[src/rtl/instr_sequencer_if.sv]
// Handshake bundle between the instruction sequencer and its environment
// (instruction memory, data memory, halt control and status observers).
interface instr_sequencer_if;
  // Inputs to the sequencer
  logic        SQHalt;
  logic        SQIMReady;
  logic [6:0]  SQIMOpcode;
  logic        SQDMReady;
  // Outputs from the sequencer
  logic        SQIMReq;
  logic        SQIRWr;
  logic        SQDMReq;
  logic        SQDMWrEn;
  logic        SQRUWrEn;
  logic        SQPCWr;
  logic        SQIllegal;
  logic [2:0]  SQState;
  logic [31:0] SQRetired;

  // Sequencer side
  modport master (
    input  SQHalt, SQIMReady, SQIMOpcode, SQDMReady,
    output SQIMReq, SQIRWr, SQDMReq, SQDMWrEn, SQRUWrEn, SQPCWr,
           SQIllegal, SQState, SQRetired
  );

  // Environment side
  modport slave (
    output SQHalt, SQIMReady, SQIMOpcode, SQDMReady,
    input  SQIMReq, SQIRWr, SQDMReq, SQDMWrEn, SQRUWrEn, SQPCWr,
           SQIllegal, SQState, SQRetired
  );
endinterface

[src/rtl/instr_sequencer.sv]
// Multi-cycle instruction sequencer: FETCH -> DECODE -> EXEC -> (MEM) -> (WB).
// Strobes are decoded from the current state and the latched opcode; only the
// fetch load strobe and the MEM exit PC strobe also look at the ready inputs.
// An unknown opcode parks the machine in TRAP until reset.
module instr_sequencer (
  input  logic              SQClk,
  input  logic              SQRstN,
  instr_sequencer_if.master sq
);

  // State encodings (visible on SQState)
  localparam logic [2:0] ST_FETCH  = 3'd0;
  localparam logic [2:0] ST_DECODE = 3'd1;
  localparam logic [2:0] ST_EXEC   = 3'd2;
  localparam logic [2:0] ST_MEM    = 3'd3;
  localparam logic [2:0] ST_WB     = 3'd4;
  localparam logic [2:0] ST_TRAP   = 3'd7;

  // Opcode classes
  localparam logic [6:0] OP_R      = 7'b0110011;
  localparam logic [6:0] OP_I      = 7'b0010011;
  localparam logic [6:0] OP_LOAD   = 7'b0000011;
  localparam logic [6:0] OP_STORE  = 7'b0100011;
  localparam logic [6:0] OP_BRANCH = 7'b1100011;
  localparam logic [6:0] OP_JAL    = 7'b1101111;
  localparam logic [6:0] OP_JALR   = 7'b1100111;
  localparam logic [6:0] OP_LUI    = 7'b0110111;
  localparam logic [6:0] OP_AUIPC  = 7'b0010111;

  // True for any of the nine recognised opcodes
  function automatic logic op_is_legal(input logic [6:0] op);
    logic res;
    case (op)
      OP_R, OP_I, OP_LOAD, OP_STORE, OP_BRANCH,
      OP_JAL, OP_JALR, OP_LUI, OP_AUIPC: res = 1'b1;
      default:                           res = 1'b0;
    endcase
    return res;
  endfunction

  function automatic logic op_is_load(input logic [6:0] op);
    return (op == OP_LOAD);
  endfunction

  function automatic logic op_is_store(input logic [6:0] op);
    return (op == OP_STORE);
  endfunction

  function automatic logic op_is_branch(input logic [6:0] op);
    return (op == OP_BRANCH);
  endfunction

  // Loads and stores are the only classes that visit MEM
  function automatic logic op_is_mem(input logic [6:0] op);
    return op_is_load(op) || op_is_store(op);
  endfunction

  logic [2:0]  state_r;
  logic [2:0]  state_nxt_s;
  logic [6:0]  opcode_r;
  logic        illegal_r;
  logic [31:0] retired_r;

  logic        fetch_go_s;
  logic        mem_done_s;
  logic        im_req_s;
  logic        ir_wr_s;
  logic        dm_req_s;
  logic        dm_wr_en_s;
  logic        ru_wr_en_s;
  logic        pc_wr_s;

  // Qualified handshake events: a fetch only completes when not halted, and
  // the data memory ready only matters while in MEM.
  always_comb begin
    fetch_go_s = 1'b0;
    mem_done_s = 1'b0;
    if (state_r == ST_FETCH) begin
      fetch_go_s = !sq.SQHalt && sq.SQIMReady;
    end else begin
      fetch_go_s = 1'b0;
    end
    if (state_r == ST_MEM) begin
      mem_done_s = sq.SQDMReady;
    end else begin
      mem_done_s = 1'b0;
    end
  end

  // Next-state selection
  always_comb begin
    state_nxt_s = state_r;
    case (state_r)
      ST_FETCH: begin
        if (fetch_go_s) begin
          state_nxt_s = ST_DECODE;
        end else begin
          state_nxt_s = ST_FETCH;
        end
      end
      ST_DECODE: begin
        if (op_is_legal(opcode_r)) begin
          state_nxt_s = ST_EXEC;
        end else begin
          state_nxt_s = ST_TRAP;
        end
      end
      ST_EXEC: begin
        if (op_is_mem(opcode_r)) begin
          state_nxt_s = ST_MEM;
        end else if (op_is_branch(opcode_r)) begin
          state_nxt_s = ST_FETCH;
        end else begin
          state_nxt_s = ST_WB;
        end
      end
      ST_MEM: begin
        if (!mem_done_s) begin
          state_nxt_s = ST_MEM;
        end else if (op_is_load(opcode_r)) begin
          state_nxt_s = ST_WB;
        end else begin
          state_nxt_s = ST_FETCH;
        end
      end
      ST_WB:   state_nxt_s = ST_FETCH;
      ST_TRAP: state_nxt_s = ST_TRAP;
      // Codes 5 and 6 are never entered normally; recover via FETCH
      default: state_nxt_s = ST_FETCH;
    endcase
  end

  // Output strobes decoded from state and latched opcode
  always_comb begin
    im_req_s   = 1'b0;
    ir_wr_s    = 1'b0;
    dm_req_s   = 1'b0;
    dm_wr_en_s = 1'b0;
    ru_wr_en_s = 1'b0;
    pc_wr_s    = 1'b0;
    case (state_r)
      ST_FETCH: begin
        im_req_s = !sq.SQHalt;
        ir_wr_s  = fetch_go_s;
      end
      ST_EXEC: begin
        if (op_is_branch(opcode_r)) begin
          pc_wr_s = 1'b1;
        end else begin
          pc_wr_s = 1'b0;
        end
      end
      ST_MEM: begin
        dm_req_s   = 1'b1;
        dm_wr_en_s = op_is_store(opcode_r);
        if (op_is_store(opcode_r)) begin
          pc_wr_s = mem_done_s;
        end else begin
          pc_wr_s = 1'b0;
        end
      end
      ST_WB: begin
        ru_wr_en_s = 1'b1;
        pc_wr_s    = 1'b1;
      end
      default: begin
        im_req_s = 1'b0;
      end
    endcase
  end

  // State register
  always_ff @(posedge SQClk or negedge SQRstN) begin
    if (!SQRstN) begin
      state_r <= ST_FETCH;
    end else begin
      state_r <= state_nxt_s;
    end
  end

  // Instruction register: capture opcode on the fetch completion cycle
  always_ff @(posedge SQClk or negedge SQRstN) begin
    if (!SQRstN) begin
      opcode_r <= 7'd0;
    end else if (ir_wr_s) begin
      opcode_r <= sq.SQIMOpcode;
    end else begin
      opcode_r <= opcode_r;
    end
  end

  // Sticky illegal flag, set on the DECODE -> TRAP transition
  always_ff @(posedge SQClk or negedge SQRstN) begin
    if (!SQRstN) begin
      illegal_r <= 1'b0;
    end else if ((state_r == ST_DECODE) && !op_is_legal(opcode_r)) begin
      illegal_r <= 1'b1;
    end else begin
      illegal_r <= illegal_r;
    end
  end

  // Retired-instruction counter, one count per PC update, wraps at 2^32
  always_ff @(posedge SQClk or negedge SQRstN) begin
    if (!SQRstN) begin
      retired_r <= 32'd0;
    end else if (pc_wr_s) begin
      retired_r <= retired_r + 32'd1;
    end else begin
      retired_r <= retired_r;
    end
  end

  assign sq.SQIMReq   = im_req_s;
  assign sq.SQIRWr    = ir_wr_s;
  assign sq.SQDMReq   = dm_req_s;
  assign sq.SQDMWrEn  = dm_wr_en_s;
  assign sq.SQRUWrEn  = ru_wr_en_s;
  assign sq.SQPCWr    = pc_wr_s;
  assign sq.SQIllegal = illegal_r;
  assign sq.SQState   = state_r;
  assign sq.SQRetired = retired_r;

endmodule

[src/flat_wrapper.sv]
// flat-port wrapper written by rule: the top's interface ports become plain ports
module instr_sequencer_flat 
  (SQClk, SQRstN, sq_SQHalt, sq_SQIMReady, sq_SQIMOpcode, sq_SQDMReady, sq_SQIMReq, sq_SQIRWr, sq_SQDMReq, sq_SQDMWrEn, sq_SQRUWrEn, sq_SQPCWr, sq_SQIllegal, sq_SQState, sq_SQRetired);
  instr_sequencer_if sq_i ();
  input  logic SQClk;
  input  logic SQRstN;
  input wire logic [$bits(sq_i.SQHalt)-1:0] sq_SQHalt;
  input wire logic [$bits(sq_i.SQIMReady)-1:0] sq_SQIMReady;
  input wire logic [$bits(sq_i.SQIMOpcode)-1:0] sq_SQIMOpcode;
  input wire logic [$bits(sq_i.SQDMReady)-1:0] sq_SQDMReady;
  output wire logic [$bits(sq_i.SQIMReq)-1:0] sq_SQIMReq;
  output wire logic [$bits(sq_i.SQIRWr)-1:0] sq_SQIRWr;
  output wire logic [$bits(sq_i.SQDMReq)-1:0] sq_SQDMReq;
  output wire logic [$bits(sq_i.SQDMWrEn)-1:0] sq_SQDMWrEn;
  output wire logic [$bits(sq_i.SQRUWrEn)-1:0] sq_SQRUWrEn;
  output wire logic [$bits(sq_i.SQPCWr)-1:0] sq_SQPCWr;
  output wire logic [$bits(sq_i.SQIllegal)-1:0] sq_SQIllegal;
  output wire logic [$bits(sq_i.SQState)-1:0] sq_SQState;
  output wire logic [$bits(sq_i.SQRetired)-1:0] sq_SQRetired;
  assign sq_i.SQHalt = sq_SQHalt;
  assign sq_i.SQIMReady = sq_SQIMReady;
  assign sq_i.SQIMOpcode = sq_SQIMOpcode;
  assign sq_i.SQDMReady = sq_SQDMReady;
  assign sq_SQIMReq = sq_i.SQIMReq;
  assign sq_SQIRWr = sq_i.SQIRWr;
  assign sq_SQDMReq = sq_i.SQDMReq;
  assign sq_SQDMWrEn = sq_i.SQDMWrEn;
  assign sq_SQRUWrEn = sq_i.SQRUWrEn;
  assign sq_SQPCWr = sq_i.SQPCWr;
  assign sq_SQIllegal = sq_i.SQIllegal;
  assign sq_SQState = sq_i.SQState;
  assign sq_SQRetired = sq_i.SQRetired;
  instr_sequencer u_core (.SQClk(SQClk), .SQRstN(SQRstN), .sq(sq_i));
endmodule
[config.mk]
export PLATFORM = sky130hd
export DESIGN_NAME = instr_sequencer_flat
export DESIGN_NICKNAME = d
export VERILOG_FILES = /design/src/rtl/instr_sequencer_if.sv /design/src/rtl/instr_sequencer.sv /design/src/flat_wrapper.sv
export SDC_FILE = /design/constraint.sdc
export NUM_CORES = 1
export LEC_CHECK = 0
export BUFFER_PORTS_ARGS = -buffer_cell sky130_fd_sc_hd__buf_2
export CAP_MARGIN = 30
export CORE_MARGIN = 2
export CORE_UTILIZATION = 45
export DETAILED_ROUTE_END_ITERATION = 16
export GPL_ROUTABILITY_DRIVEN = 1
export PLACE_DENSITY_LB_ADDON = 0.25
export SLEW_MARGIN = 30
export SYNTH_ARGS = -nofsm -noshare
export SYNTH_HDL_FRONTEND = slang
export SYNTH_SLANG_ARGS = --single-unit
[constraint.sdc]
create_clock -name SQClk -period 6.2 [get_ports SQClk]
set_input_delay 1.24 -clock SQClk [delete_from_list [all_inputs] [get_ports SQClk]]
set_output_delay 1.24 -clock SQClk [all_outputs]
set_load 0.02 [all_outputs]
==> metrics.md <==
| Metric | Value |
|---|---|
| Status | `completed` |
| Worst r2r src | `u_core.opcode_r[3]` |
| Crit Path Category | `in2out` |
| Global-route wire length before repair | `7630 um` |
| TritonCTS clock tree | `yes` |
| Startpoint type of the worst setup path | `primary input` |
| GRT Residual Overflow | `0` |
| Filler cell count | `450` |
| Total number of nets in the final design | `266` |
| DRC errors left | `0` |
| Peak supply drop | `0.000223 V` |
| Post-cts gate resize count | `0` |
| Post-CTS Setup Repair Bufs | `0` |
| Final worst clock skew | `0.00717 ns` |
| Cell types occupying the most area after synthesis | `sky130_fd_sc_hd__dfrtp_1 (50%), sky130_fd_sc_hd__xor2_1 (7.7%), sky130_fd_sc_hd__nand4_1 (5.5%), sky130_fd_sc_hd__xnor2_1 (4.8%), sky130_fd_sc_hd__nor4_2 (4.6%)` |
| Violation count after the first detailed-routing iteration | `101` |
| Root buf cell | `sky130_fd_sc_hd__clkbuf_8` |
| Critical path data required time | `4.96 ns` |
| Unrepaired setup endpoints after global routing | `no` |
| Via/cell ratio | `5.50` |
| 1st-pass router iterations | `4` |
| Kind of path behind the tightest hold check | `reg2reg` |
| Global Route Usage Sum | `18.4%` |
| Number of instances in the synthesized netlist | `205` |
| Ant. Diodes | `0` |
| Largest buffer count on any clock path | `2` |
| Number of sinks driven by the clock tree | `43` |
| Fraction of registers with async set or reset after synthesis | `100%` |
| Final setup violation count | `0` |
| Clock transition at the registers of the reported paths | `0.08 ns` |
| Area enclosed by the die boundary | `5390 sq um` |
| Maximum fanout along the worst path | `22` |
| Total negative setup slack | `0 ns` |
| Number of different library cells in the post-synthesis netlist | `34` |
| Synth Flop Type | `sky130_fd_sc_hd__dfrtp_1` |
| Final cell count without fillers | `307` |
| Chip Height | `73.4 um` |
| WHS | `0.465 ns` |
| Total I/O pin count | `54` |
| Share of the synthesized area in the top cell type | `49.7%` |
| Max-capacitance violation count | `0` |
| Crit. End Element | `primary output` |
| Clock buffers created by TritonCTS | `5` |
| Starting density of the core | `46.2%` |
| Area used by multi-input combinational logic | `1020 sq um` |
| Max-Slew Margin vs Limit | `44.4%` |
| Worst-Skew Late Latency | `0.30 ns` |
| Number of buffers inserted for hold repair after clock tree synthesis | `0` |
| Antenna violations before repair | `0` |
| Final weighted congestion of routability-driven global placement | `0.798` |
| Vias | `1,688` |
| Cell depth of the worst flop-to-flop path | `5` |
| Reg2reg end | `u_core.sq.SQRetired[26]` |
| Cell count after placement | `300` |
| Share of the clock period used by the worst path after layout | `63.8%` |
| Hold-critical path endpoint | `u_core.sq.SQRetired[31]` |
| Die width | `73.4 um` |
| Maximum number of pins on one net before global-route repair | `25` |
| Worst Max-Slew Pin Slew | `0.813 ns` |
| Buffers on Ports | `53` |
| Final count of hold timing violations | `0` |
| Static leakage power | `0.00101 uW` |
| Number of cell rows | `25` |
| Maximum level of the CTS H-tree | `2` |
| Core Box Area | `4690 sq um` |
| Vias in the first global route | `1,603` |
| Post-synthesis sequential area ratio | `49.7%` |
| WP data arrival | `2.71 ns` |
| Share of cells above drive strength 1 | `31.6%` |
| Number of enable-type register cells in the synthesized netlist | `0` |
| Cell count of the worst hold path | `1` |
| Mapped Avg Cell Area | `10.6 sq um` |
| Final routed wire length divided by cell count | `14.8 um` |
| Wire length reported by the detailed router | `4540 um` |
| Detailed placement HPWL | `3220 um` |
| Post-synthesis net count | `218` |
| Yosys top cell by area | `sky130_fd_sc_hd__dfrtp_1` |
| Critical hold path startpoint | `u_core.sq.SQRetired[31]` |
| Synthesis-stage register bit count | `43` |
| Number of routed nets with antenna violations | `0` |
| Setup slack of the worst register-to-register path | `3.79 ns` |
| Highest clock frequency the design can meet | `0.253 GHz` |
| Post-layout min period | `3.95 ns` |
| Cell Area, Synth | `2170 sq um` |
| Pins over their slew limit | `0` |
| Pwr Density | `328 nW/um^2` |
| Signed area change from the synthesized netlist to the final layout | `18.0%` |
| Yosys synthesis warning count | `0` |
| FF/Latch Area | `1080 sq um` |
-- worst max path at each step --
stage,start,end,slack [ns],depth (start not counted)
after floorplan,sq_SQHalt,sq_SQIRWr,2.40,3
after global placement,sq_SQDMReady,sq_SQPCWr,1.92,6
after detailed placement,sq_SQDMReady,sq_SQPCWr,2.24,6
after CTS,sq_SQDMReady,sq_SQPCWr,2.23,6
after global routing,sq_SQDMReady,sq_SQPCWr,2.17,6
final,sq_SQDMReady,sq_SQPCWr,2.25,6
-- final cells by class --
class / instances / area share (%)
Inverter: 3 / 0.441
Timing Repair Buffer: 54 / 11.5
Sequential cell: 43 / 42.1
Clock inverter: 1 / 0.196
Clock buffer: 6 / 3.23
Multi-Input combinational cell: 146 / 39.9
Tap cell: 54 / 2.64
-- through the flow --
step	utilization, %	total power, uW	instance area (sq um)	setup WS, ns
final	54.5	838	2560	2.25
after global routing	54.5	893	2560	2.17
after CTS	54.5	845	2560	2.23
after detailed placement	52.6	665	2470	2.24
after global placement	52.0	658	2440	1.92
after floorplan	-	591	2170	2.40
-- registers in the layout, indices dropped and copies added, names as in the netlist --
signal,cells
u_core.opcode_r,7
u_core.sq.SQRetired,32
u_core.sq.SQState,3
u_core.sq.SQIllegal,1
-- Yosys cell counts, types with 3 or more instances --
master,number
sky130_fd_sc_hd__and2_1,3
sky130_fd_sc_hd__xnor2_1,12
sky130_fd_sc_hd__nand4_1,19
sky130_fd_sc_hd__nand2_1,22
sky130_fd_sc_hd__nand3_1,6
sky130_fd_sc_hd__nor3_1,13
sky130_fd_sc_hd__nor2_1,5
sky130_fd_sc_hd__nor2b_1,3
sky130_fd_sc_hd__buf_2,3
sky130_fd_sc_hd__mux2_2,7
sky130_fd_sc_hd__and3_1,6
sky130_fd_sc_hd__xor2_1,19
sky130_fd_sc_hd__nor4_1,3
sky130_fd_sc_hd__dfrtp_1,43
sky130_fd_sc_hd__clkbuf_1,9
sky130_fd_sc_hd__nor4_2,8
-- critical path: stages --
cell	delay (ns)
sky130_fd_sc_hd__buf_2	0.10
sky130_fd_sc_hd__and3b_1	0.15
sky130_fd_sc_hd__a21oi_1	0.04
sky130_fd_sc_hd__o41a_2	0.68
sky130_fd_sc_hd__inv_2	0.28
sky130_fd_sc_hd__buf_2	0.21
-- where the power goes --
group          switching [uW]  total, uW  internal, uW
Clock                    92.8        180          87.4
Sequential               71.1        400           328
Combinational             155        258           104
-- kinds of logic after synthesis --
group / Yosys count / share of synthesized area (%)
xor+xnor: 31 / 12.5
flops: 43 / 49.7
compound gates: 11 / 3.81
buf+inv: 16 / 3.29
simple gates: 96 / 26.5
mux: 7 / 3.64
fa+ha+maj: 1 / 0.577
-- placed cells by master (no fill, tap or decap) --
cell type / instances
sky130_fd_sc_hd__clkbuf_8: 6
sky130_fd_sc_hd__or2_2: 1
sky130_fd_sc_hd__nand4b_1: 1
sky130_fd_sc_hd__inv_2: 1
sky130_fd_sc_hd__buf_2: 53
sky130_fd_sc_hd__nor2_1: 5
sky130_fd_sc_hd__nand4_1: 19
sky130_fd_sc_hd__xor2_1: 19
sky130_fd_sc_hd__o41a_2: 1
sky130_fd_sc_hd__and3b_1: 1
sky130_fd_sc_hd__or4_4: 1
sky130_fd_sc_hd__nor4_1: 3
sky130_fd_sc_hd__o211a_1: 1
sky130_fd_sc_hd__a211o_1: 1
sky130_fd_sc_hd__mux2_2: 7
sky130_fd_sc_hd__a21oi_1: 2
sky130_fd_sc_hd__and4_1: 2
sky130_fd_sc_hd__nor2b_1: 3
sky130_fd_sc_hd__ha_1: 1
sky130_fd_sc_hd__a21o_1: 2
sky130_fd_sc_hd__nand3_1: 6
sky130_fd_sc_hd__nand2_1: 22
sky130_fd_sc_hd__inv_1: 2
sky130_fd_sc_hd__xnor2_1: 12
sky130_fd_sc_hd__buf_16: 1
sky130_fd_sc_hd__nor3_1: 13
sky130_fd_sc_hd__a22o_1: 1
sky130_fd_sc_hd__o21ai_0: 2
sky130_fd_sc_hd__nor4_2: 8
sky130_fd_sc_hd__and3_1: 6
sky130_fd_sc_hd__dfrtp_1: 43
sky130_fd_sc_hd__nand2b_1: 2
sky130_fd_sc_hd__and2_1: 3
sky130_fd_sc_hd__a2111oi_0: 1
sky130_fd_sc_hd__clkinv_2: 1
-- per-layer routing --
| layer | GRT usage, % | wire length (um) | up-vias |
|---|---|---|---|
| li1 | - | - | 828 |
| met1 | 25.9 | 2240 | 810 |
| met2 | 27.9 | 2010 | 46 |
| met3 | 4.80 | 237 | 4 |
| met4 | 5.45 | 57 | 0 |
| met5 | 0 | 0 | - |
(Power assumes the default switching activity.)
